==> config.mk <==
export PLATFORM = sky130hd
export DESIGN_NAME = inst_fetch_buffer
export DESIGN_NICKNAME = d
export VERILOG_FILES = /design/src/rtl/inst_fetch_buffer_pkg.sv /design/src/rtl/inst_fetch_buffer_fifo.sv /design/src/rtl/inst_fetch_buffer.sv
export SDC_FILE = /design/constraint.sdc
export NUM_CORES = 1
export LEC_CHECK = 0
export ABC_AREA = 1
export CAP_MARGIN = 20
export CORE_UTILIZATION = 60
export DETAILED_ROUTE_END_ITERATION = 16
export GPL_TIMING_DRIVEN = 0
export PLACE_DENSITY_LB_ADDON = 0.12
export SLEW_MARGIN = 0
export SYNTH_ARGS = -nofsm -noshare
export SYNTH_HDL_FRONTEND = slang
export SYNTH_SLANG_ARGS = --single-unit
export TNS_END_PERCENT = 100
==> constraint.sdc <==
create_clock -name clk -period 7.8 [get_ports clk]
set_clock_uncertainty 0.1 [all_clocks]
set_input_delay 0.78 -clock clk [delete_from_list [all_inputs] [get_ports clk]]
set_output_delay 0.78 -clock clk [all_outputs]
set_load 0.03 [all_outputs]
==> src/rtl/inst_fetch_buffer_pkg.sv <==
// Shared definitions for the instruction fetch buffer: default parameters,
// FSM state type and the packed layout of one buffer entry.
// Entry layout (LSB first): adel flag, instruction word, fetch PC.
package inst_fetch_buffer_pkg;

  localparam int          IFB_DEPTH_DEF    = 4;
  localparam int          IFB_AW_DEF       = 32;
  localparam int          IFB_DW_DEF       = 32;
  localparam logic [31:0] IFB_RESET_PC_DEF = 32'hBFC0_0000;

  // Field offsets inside a packed entry; the PC field starts at IFB_INSTR_LSB + DW.
  localparam int IFB_ADEL_BIT  = 0;
  localparam int IFB_INSTR_LSB = 1;

  typedef enum logic {
    IFB_RUN  = 1'b0,
    IFB_HALT = 1'b1
  } ifb_state_e;

  // Width of one packed entry {pc, instr, adel}.
  function automatic int ifb_ent_w(input int aw, input int dw);
    return aw + dw + 1;
  endfunction

endpackage

==> src/rtl/inst_fetch_buffer_fifo.sv <==
// Synchronous FIFO holding fetched entries (the ifb FIFO).
// Flush has priority over push and pop. A push while full is ignored
// unless a pop happens in the same cycle. Storage is not reset; only the
// pointers and occupancy are, so stale words are never presented.
module inst_fetch_buffer_fifo #(
  parameter  int DEPTH = 4,
  parameter  int WIDTH = 65,
  localparam int PW    = $clog2(DEPTH),
  localparam int CW    = $clog2(DEPTH + 1)
) (
  input  logic             clk_i,
  input  logic             rst_i,
  input  logic             flush_i,
  input  logic             push_i,
  input  logic [WIDTH-1:0] push_data_i,
  input  logic             pop_i,
  output logic [WIDTH-1:0] head_o,
  output logic [CW-1:0]    count_o,
  output logic             full_o,
  output logic             empty_o
);

  logic [WIDTH-1:0] mem_q [DEPTH];
  logic [PW-1:0]    wr_ptr_q, wr_ptr_d;
  logic [PW-1:0]    rd_ptr_q, rd_ptr_d;
  logic [CW-1:0]    count_q, count_d;
  logic             do_push;
  logic             do_pop;

  assign empty_o = (count_q == '0);
  assign full_o  = (count_q == CW'(DEPTH));
  assign count_o = count_q;
  assign head_o  = mem_q[rd_ptr_q];

  // Pointer and occupancy next-state; flush clears everything.
  always_comb begin
    do_pop   = pop_i && !empty_o;
    do_push  = push_i && (!full_o || do_pop);
    wr_ptr_d = wr_ptr_q;
    rd_ptr_d = rd_ptr_q;
    count_d  = count_q;
    if (flush_i) begin
      wr_ptr_d = '0;
      rd_ptr_d = '0;
      count_d  = '0;
    end else begin
      if (do_push) wr_ptr_d = wr_ptr_q + 1'b1;
      if (do_pop)  rd_ptr_d = rd_ptr_q + 1'b1;
      case ({do_push, do_pop})
        2'b10:   count_d = count_q + 1'b1;
        2'b01:   count_d = count_q - 1'b1;
        default: count_d = count_q;
      endcase
    end
  end

  // Pointer and occupancy registers.
  always_ff @(posedge clk_i or posedge rst_i) begin
    if (rst_i) begin
      wr_ptr_q <= '0;
      rd_ptr_q <= '0;
      count_q  <= '0;
    end else begin
      wr_ptr_q <= wr_ptr_d;
      rd_ptr_q <= rd_ptr_d;
      count_q  <= count_d;
    end
  end

  // Entry storage write port.
  always_ff @(posedge clk_i) begin
    if (do_push && !flush_i) begin
      mem_q[wr_ptr_q] <= push_data_i;
    end
  end

endmodule

==> src/rtl/inst_fetch_buffer.sv <==
// Instruction fetch stage: owns the fetch PC, issues single-cycle inst-SRAM
// reads and queues returned words for decode behind a valid/ready handshake.
// Optional build macro IFB_BYPASS_EN: a live response arriving while the
// buffer is empty is presented to decode in the same cycle and only written
// into the buffer if decode does not take it.
//
// FSM:
//   state    | meaning
//   IFB_RUN  | fetching sequentially while buffer credit allows
//   IFB_HALT | misaligned fetch PC reported; wait for a redirect
module inst_fetch_buffer
  import inst_fetch_buffer_pkg::*;
#(
  parameter int             DEPTH    = IFB_DEPTH_DEF,
  parameter int             AW       = IFB_AW_DEF,
  parameter int             DW       = IFB_DW_DEF,
  parameter logic [AW-1:0]  RESET_PC = AW'(IFB_RESET_PC_DEF)
) (
  input  logic          clk,
  input  logic          rst,
  input  logic          redirect_valid,
  input  logic [AW-1:0] redirect_pc,
  output logic          inst_sram_en,
  output logic [AW-1:0] inst_sram_addr,
  input  logic [DW-1:0] inst_sram_rdata,
  output logic          deq_valid,
  input  logic          deq_ready,
  output logic [AW-1:0] deq_pc,
  output logic [DW-1:0] deq_instr,
  output logic          deq_adel
);

  localparam int ENT_W  = ifb_ent_w(AW, DW);
  localparam int PC_LSB = IFB_INSTR_LSB + DW;
  localparam int CW     = $clog2(DEPTH + 1);

  ifb_state_e    state_q, state_d;
  logic [AW-1:0] fetch_pc_q, fetch_pc_d;
  logic [AW-1:0] resp_pc_q, resp_pc_d;
  logic          inflight_q, inflight_d;

  logic             misaligned;
  logic             credit;
  logic             issue;
  logic             adel_take;
  logic             resp_live;
  logic             byp_hit;
  logic             deq_live;
  logic [ENT_W-1:0] resp_ent;
  logic [ENT_W-1:0] adel_ent;
  logic [ENT_W-1:0] deq_ent;

  logic             fifo_push;
  logic             fifo_pop;
  logic [ENT_W-1:0] fifo_wdata;
  logic [ENT_W-1:0] fifo_head;
  logic [CW-1:0]    fifo_count;
  logic             fifo_full;
  logic             fifo_empty;

  // Credit, request decode, response routing and buffer control.
  always_comb begin
    misaligned = (fetch_pc_q[1:0] != 2'b00);
    // Credit counts the outstanding response so a returning word always has a slot.
    credit     = (state_q == IFB_RUN) && !redirect_valid
                 && ((int'(fifo_count) + int'(inflight_q)) < DEPTH);
    issue      = credit && !misaligned;
    // A misaligned PC only appears after a redirect, which leaves nothing in
    // flight; the inflight guard keeps the single write port unambiguous.
    adel_take  = credit && misaligned && !inflight_q;
    // A response sharing its cycle with a redirect belongs to the old path.
    resp_live  = inflight_q && !redirect_valid;
    resp_ent   = {resp_pc_q, inst_sram_rdata, 1'b0};
    adel_ent   = {fetch_pc_q, {DW{1'b0}}, 1'b1};
`ifdef IFB_BYPASS_EN
    byp_hit    = resp_live && fifo_empty;
`else
    byp_hit    = 1'b0;
`endif
    deq_ent    = fifo_empty ? resp_ent : fifo_head;
    deq_live   = !redirect_valid && (!fifo_empty || byp_hit);
    fifo_pop   = !redirect_valid && deq_ready && !fifo_empty;
    fifo_push  = (adel_take || (resp_live && !(byp_hit && deq_ready)))
                 && (!fifo_full || fifo_pop);
    fifo_wdata = adel_take ? adel_ent : resp_ent;
  end

  // FSM transitions and fetch bookkeeping next-state.
  always_comb begin
    state_d    = state_q;
    fetch_pc_d = fetch_pc_q;
    resp_pc_d  = resp_pc_q;
    inflight_d = issue;
    case (state_q)
      IFB_RUN:  if (adel_take) state_d = IFB_HALT;
      IFB_HALT: state_d = IFB_HALT;
    endcase
    if (issue) begin
      fetch_pc_d = fetch_pc_q + AW'(4);
      resp_pc_d  = fetch_pc_q;
    end
    if (redirect_valid) begin
      state_d    = IFB_RUN;
      fetch_pc_d = redirect_pc;
    end
  end

  // State register.
  always_ff @(posedge clk or posedge rst) begin
    if (rst) begin
      state_q    <= IFB_RUN;
      fetch_pc_q <= RESET_PC;
      resp_pc_q  <= '0;
      inflight_q <= 1'b0;
    end else begin
      state_q    <= state_d;
      fetch_pc_q <= fetch_pc_d;
      resp_pc_q  <= resp_pc_d;
      inflight_q <= inflight_d;
    end
  end

  inst_fetch_buffer_fifo #(
    .DEPTH (DEPTH),
    .WIDTH (ENT_W)
  ) u_fifo (
    .clk_i       (clk),
    .rst_i       (rst),
    .flush_i     (redirect_valid),
    .push_i      (fifo_push),
    .push_data_i (fifo_wdata),
    .pop_i       (fifo_pop),
    .head_o      (fifo_head),
    .count_o     (fifo_count),
    .full_o      (fifo_full),
    .empty_o     (fifo_empty)
  );

  // Request is held off while reset is asserted even though state is already cleared.
  assign inst_sram_en   = issue && !rst;
  assign inst_sram_addr = fetch_pc_q;

  assign deq_valid = deq_live;
  assign deq_pc    = deq_live ? deq_ent[PC_LSB +: AW] : '0;
  assign deq_instr = deq_live ? deq_ent[IFB_INSTR_LSB +: DW] : '0;
  assign deq_adel  = deq_live && deq_ent[IFB_ADEL_BIT];

endmodule
After elaboration in Yosys (flattened, before gate mapping)
Memory sizes are Yosys's and may differ from the RTL's.
Index checks and enable logic that the tools add are counted.

storage, ports and cells
  bits in registers = 73
  memories kept = 1
  bits in latches = 0
  memory bits (read-only) = 0
  output and inout bits = 99
  input bits = 68
  bits in writable memories = 260
  word-level logic and storage cells = 66

operators by class
  divide/modulo/power cells = 0
  mux-type cells = 17
  eq/ne operators = 3
  add/sub/neg operators = 6
  bitwise logic cells = 1
  reductions and logical operators = 30
  multipliers = 0
  magnitude comparators = 1
  shift operators = 0

memories
  name          depth  bits a word  rd ports  clocked after Yosys merged registers in  wr ports  RTL line                      source
  u_fifo.mem_q  4      65           1         0                                        1         inst_fetch_buffer_fifo.sv:23  logic [WIDTH-1:0] mem_q [DEPTH];

operators with widths
  cell                     count
  $mux W65                 2
  $mux W32                 4
  $add A32 B3 Y32 const B  1
  $logic_and A1 B1 Y1      15
  $mux W2                  4
  $reduce_bool A2 Y1       4
  $logic_not A1 Y1         6
  $pmux W3 S2              1
  $add A2 B1 Y2 const B    2
  $add A3 B1 Y4            1
  $lt A4 B3 Y1 const B     1
  $mux W1                  4
  $add A3 B1 Y3 const B    1
  $eq A3 B3 Y1 const B     1
  $logic_not A3 Y1         1
  $logic_or A1 B1 Y1       3
  $mux W3                  1
  $reduce_bool A3 Y1       1
  $sub A3 B1 Y3 const B    1
  $eq A2 B1 Y1 const B     1
  $eq A2 B2 Y1 const B     1
  $pmux W1 S2              1
  $not A1 Y1               1

Depth between registers and ports, before layout
  word-level depth = 11
  gate-level depth with buffers = 11
  depth with buffers taken out = 11

By module
From an unflattened synthesis, not the netlist that was laid out.

unflattened totals
  cell total of the unflattened synthesis = 1462
  area total of the unflattened synthesis = 15378.5 sq um

modules (own cells, without submodules)
  module                  times used  cells each  sequential area each (sq um)  area an instance (sq um)
  inst_fetch_buffer_fifo  1           695         7982.7                        10650.2
  inst_fetch_buffer       1           767         1662.8                        4728.3

Worst setup path after synthesis
Ideal clock, no wire load.

  kind = input-to-reg
  from = input redirect_valid
  to = memory u_fifo.mem_q[0][0] (enable)
  arrival time = 4025 ps
  library setup time = 488 ps
  data required time = 7212 ps
  setup slack = 3187 ps
  stages = 5
  buffers on the path = 0
  cell sequence = nor2_1 -> nand4_2 -> nand2_1 -> o21ai_2 -> nor2_1

on the way
  cells in the longest elaborated chain, start to end = 11
  elaborated cells on any way between the ends = 17
  those cells by class = mux: 2; reduce/logical: 15

RTL lines
  element                            RTL line                      source
  start: declaration                 inst_fetch_buffer.sv:21       input logic redirect_valid,
  $logic_not A1 Y1 (*)               --
  $logic_and A1 B1 Y1                inst_fetch_buffer.sv:65       credit = (state_q == IFB_RUN) && !redirect_valid
  $logic_and A1 B1 Y1                inst_fetch_buffer.sv:66       && ((int'(fifo_count) + int'(inflight_q)) < DEPTH);
  $logic_and A1 B1 Y1 (2 in series)  inst_fetch_buffer.sv:70       adel_take = credit && misaligned && !inflight_q;
  $logic_or A1 B1 Y1                 inst_fetch_buffer.sv:83       fifo_push = (adel_take || (resp_live && !(byp_hit && deq_ready)))
  $logic_and A1 B1 Y1                inst_fetch_buffer.sv:84       && (!fifo_full || fifo_pop);
  $logic_and A1 B1 Y1                inst_fetch_buffer_fifo.sv:38  do_push = push_i && (!full_o || do_pop);
  $logic_and A1 B1 Y1 (*)            inst_fetch_buffer_fifo.sv:72  if (do_push && !flush_i) begin
  $mux W1 (*)                        inst_fetch_buffer_fifo.sv:72
  $mux W1 (implied by the code) (*)  inst_fetch_buffer_fifo.sv:73  mem_q[wr_ptr_q] <= push_data_i;
  end: declaration                   inst_fetch_buffer_fifo.sv:23

Every way passes the cells marked *; elsewhere a longest branch is shown, timed or not.

Worst setup path after layout
  from = register u_fifo.rd_ptr_q[0]
  to = output deq_adel

on the way
  cells in the longest elaborated chain, start to end = 3

RTL lines
  element                   RTL line                      source
  start: declaration        inst_fetch_buffer_fifo.sv:25  logic [PW-1:0] rd_ptr_q, rd_ptr_d;
  start signal: assignment  inst_fetch_buffer_fifo.sv:65  rd_ptr_q <= rd_ptr_d;
  $mem_v2 Z4 W65            --
  $mux W65                  inst_fetch_buffer.sv:80       deq_ent = fifo_empty ? resp_ent : fifo_head;
  $logic_and A1 B1 Y1       inst_fetch_buffer.sv:146      assign deq_adel = deq_live && deq_ent[IFB_ADEL_BIT];
  end: declaration          inst_fetch_buffer.sv:30       output logic deq_adel

Every way passes these cells.

==> impl_metrics.csv <==
group,metric,value,unit
die,coreArea,0.02368,mm2
synthesis,synth_warnings,0,
detailed_routing,first_pass_iters,6,
die,dieWidth,157.9,um
clock_network,post_cts_resized,0,
sta,tns,0,ns
synthesis,synth_seq_cells,333,
worst_setup_path,critical_path_required,6.92,ns
pwr,intPower,3.881,mW
grt,track_usage,31.56,%
pwr,comb_power_share,34.6,%
pwr,p_leak,6.912,nW
worst_setup_path,cp-endpoint,"deq_adel",
placed_design,numPortBuffers,166,
finish,layout-drive-gt1-share,7.282,%
sta,maxSlewViolCount,0,
detailed_routing,drt_iter0_drc,1051,
worst_setup_path,crit_arrival,3.21,ns
pwr,netSwitchingPower,2.221,mW
job,max_cap_violations,0,
sta,fmax,244.5,MHz
grt,grt_overflow,0,
worst_setup_path,crit_path_end_kind,"output pin",
pwr,pwr-share-clk,24.7,%
finish,final_common_cell,"nor2_1",
worst_setup_path,cp-start-kind,"register",
finish,layout_common_cells,"nor2_1 (305), edfxtp_1 (260), nand2_1 (251)",
pwr,powerDensity,341.2,mW/mm2
clock_network,cts_sinks,333,
synthesis,yosys_most_used_dff,"edfxtp_1",
worst_setup_path,crit_type,"reg2out",
die,die_area,0.02493,mm2
worst_setup_path,r2r-start,"u_fifo.count_o[2]$_DFFE_PP0P_",
detailed_routing,post_drt_wl_per_cell,19.05,um
grt,grt_pass1_vias,11150,
synthesis,async_flop_share,21.92,%
worst_setup_path,timing.rr.end,"u_fifo.mem_q[3][2]$_DFFE_PP_",
grt,antenna_found_initial,0,
synthesis,syn_nets,1530,
clock_network,post-cts-setup-buffers,0,
finish,area_growth,22.63,%
clock_network,cts_made_buffers,31,
pwr,p_sw_share,36.40,%
synthesis,synth-edff-count,260,
detailed_routing,wl,38.28,mm
die,initial_utilization,61.58,%
detailed_routing,drtAntennaViolNets,0,
die,ios,167,
finish,fill_cells,1641,
pwr,peakVddDrop,0.1906,mV
sta,finalHoldViolations,0,
worst_setup_path,r2r_slack,4.92,ns
pwr,pwr-share-seq,40.7,%
sta,worst_pin_slew,0.8036,ns
detailed_routing,vias,11290,
synthesis,synth_area,0.01458,mm2
clock_network,cts_tree,"done",
worst_setup_path,worstSetupStartpoint,"u_fifo.rd_ptr_q[0]$_DFFE_PP0P_",
grt,grt_max_degree,61,
die,num_rows,56,
worst_setup_path,r2r_cells,7,
grt,grt_pass1_wl,58.98,mm
synthesis,syn_inst,1456,
synthesis,ys_seq_area_share,66.14,%
finish,nNetsFinal,1738,
synthesis,yosysUniqueCellTypes,33,
sta,fin_crit,4.091,ns
placed_design,place.gp.congestion,1.022,
sta,setup_viol_count_final,0,
sta,finalCritPeriodShare,52.44,%
die,die_y,157.9,um
detailed_routing,drc,0,
clock_network,ctsHoldBuffers,0,
synthesis,syn_avg_cell_area,10.02,um2
sta,maxSlewHeadroom,46.30,%
min_path,hold_path.class,"reg2reg",
run_status,outcome,"completed",
clock_network,clkLatencyLatePin,0.56,ns
placed_design,hpwlAfterDp,25.43,mm
clock_network,h-tree-depth,1,
worst_setup_path,worstPathMaxFanout,10,
detailed_routing,via_per_inst,5.615,
sta,rsz0062_at_grt,"false",
clock_network,clockBufferDepth,3,
clock_network,ctsRootBufferMaster,"clkbuf_16",
clock_network,cts.clk_slew.worst_paths,0.07,ns
sta,whs,0.3856,ns
synthesized netlist by cell type, types with 6 or more instances:
cell type	number	area, um2
o21ai_0	217	1086
nor3_1	7	35.03
nor2_1	309	1160
edfxtp_1	260	7807
clkbuf_1	34	127.6
inv_1	103	386.6
inv_2	7	26.28
a21oi_1	66	330.3
buf_2	31	155.2
dfstp_2	9	236.5
nand2_1	251	942.2
nand3_1	35	175.2
buf_1	6	22.52
xor2_1	9	78.83
dfrtp_1	64	1602
stage by stage:
stage	total power [mW]	worst slack [ns]	cells	instance area [um2]	util (%)
after detailed placement	4.583	3.874	1950	16860	71.21
after CTS	6.098	3.748	2008	17880	75.49
final	6.102	3.709	2010	17880	75.51
after global routing	6.392	3.576	2008	17880	75.49
after global placement	4.487	0.4330	1941	16640	70.28
after floorplan	3.756	3.187	1456	14580	-
cell type report:
cell class / instances / area (um2) / area share (%)
antenna: 2 / 5.005 / 0.02799
buffer: 75 / 335.3 / 1.875
clock buffer: 43 / 860.8 / 4.814
clock inverter: 15 / 153.9 / 0.8606
inverter: 110 / 415.4 / 2.323
multi-input combinational: 938 / 4219 / 23.59
sequential: 333 / 9646 / 53.94
tap: 319 / 399.1 / 2.232
timing repair buffer: 175 / 1849 / 10.34
metal layers:
metal / global-route usage (%) / share of wire [%]
met1: 40.90 / 39
met5: 0 / 0
met2: 53.83 / 50
met4: 13.08 / 3.3
met3: 4.188 / 8.1
sequential cells by signal, indices dropped and copies added (netlist names):
signal,cells
inflight_q,1
resp_pc_q,32
state_q,1
u_fifo.wr_ptr_q,2
u_fifo.mem_q,260
u_fifo.count_o,3
u_fifo.rd_ptr_q,2
inst_sram_addr,32
kinds of logic (layout without fill, tap and decap cells):
group	Yosys count	after routing	synth area share, %
AO/OA/AOI/OAI	302	302	10.75
XOR/XNOR	9	9	0.5406
adder cells (fa/ha/maj)	6	6	0.5663
buffers and inverters	185	418	5.131
flip-flops	333	333	66.14
other	0	2	0
AND/OR/NAND/NOR	621	621	16.87
critical path, cell delays in order, from the launching register on:
cell	delay (ns)
dfrtp_1	0.40
buf_2	0.21
inv_2	0.13
buf_2	0.26
clkbuf_1	0.47
o21ai_0	0.20
a21oi_1	0.26
clkdlybuf4s50_1	0.72
how the worst min path moves through the flow:
stage                              start                        end  slack (ns)  cells after the start
2_1_floorplan   resp_pc_q[0]$_DFFE_PP0P_   resp_pc_q[0]$_DFFE_PP0P_        0.34                      2
3_3_place_gp    resp_pc_q[0]$_DFFE_PP0P_   resp_pc_q[0]$_DFFE_PP0P_        0.35                      2
3_5_place_dp    resp_pc_q[1]$_DFFE_PP0P_   resp_pc_q[1]$_DFFE_PP0P_        0.37                      2
4_1_cts        resp_pc_q[11]$_DFFE_PP0P_  resp_pc_q[11]$_DFFE_PP0P_        0.39                      2
5_1_grt        resp_pc_q[11]$_DFFE_PP0P_  resp_pc_q[11]$_DFFE_PP0P_        0.41                      2
6_report        resp_pc_q[7]$_DFFE_PP0P_   resp_pc_q[7]$_DFFE_PP0P_        0.39                      2
power groups by stage:
stage / clock [mW] / combinational, mW / sequential (mW)
global route: 1.59 / 2.29 / 2.51
finish: 1.51 / 2.11 / 2.48
floorplan: 0 / 1.21 / 2.55
CTS: 1.52 / 2.10 / 2.48
global placement: 0 / 1.96 / 2.53
detailed placement: 0 / 2.07 / 2.51
(Power assumes the default switching activity.)
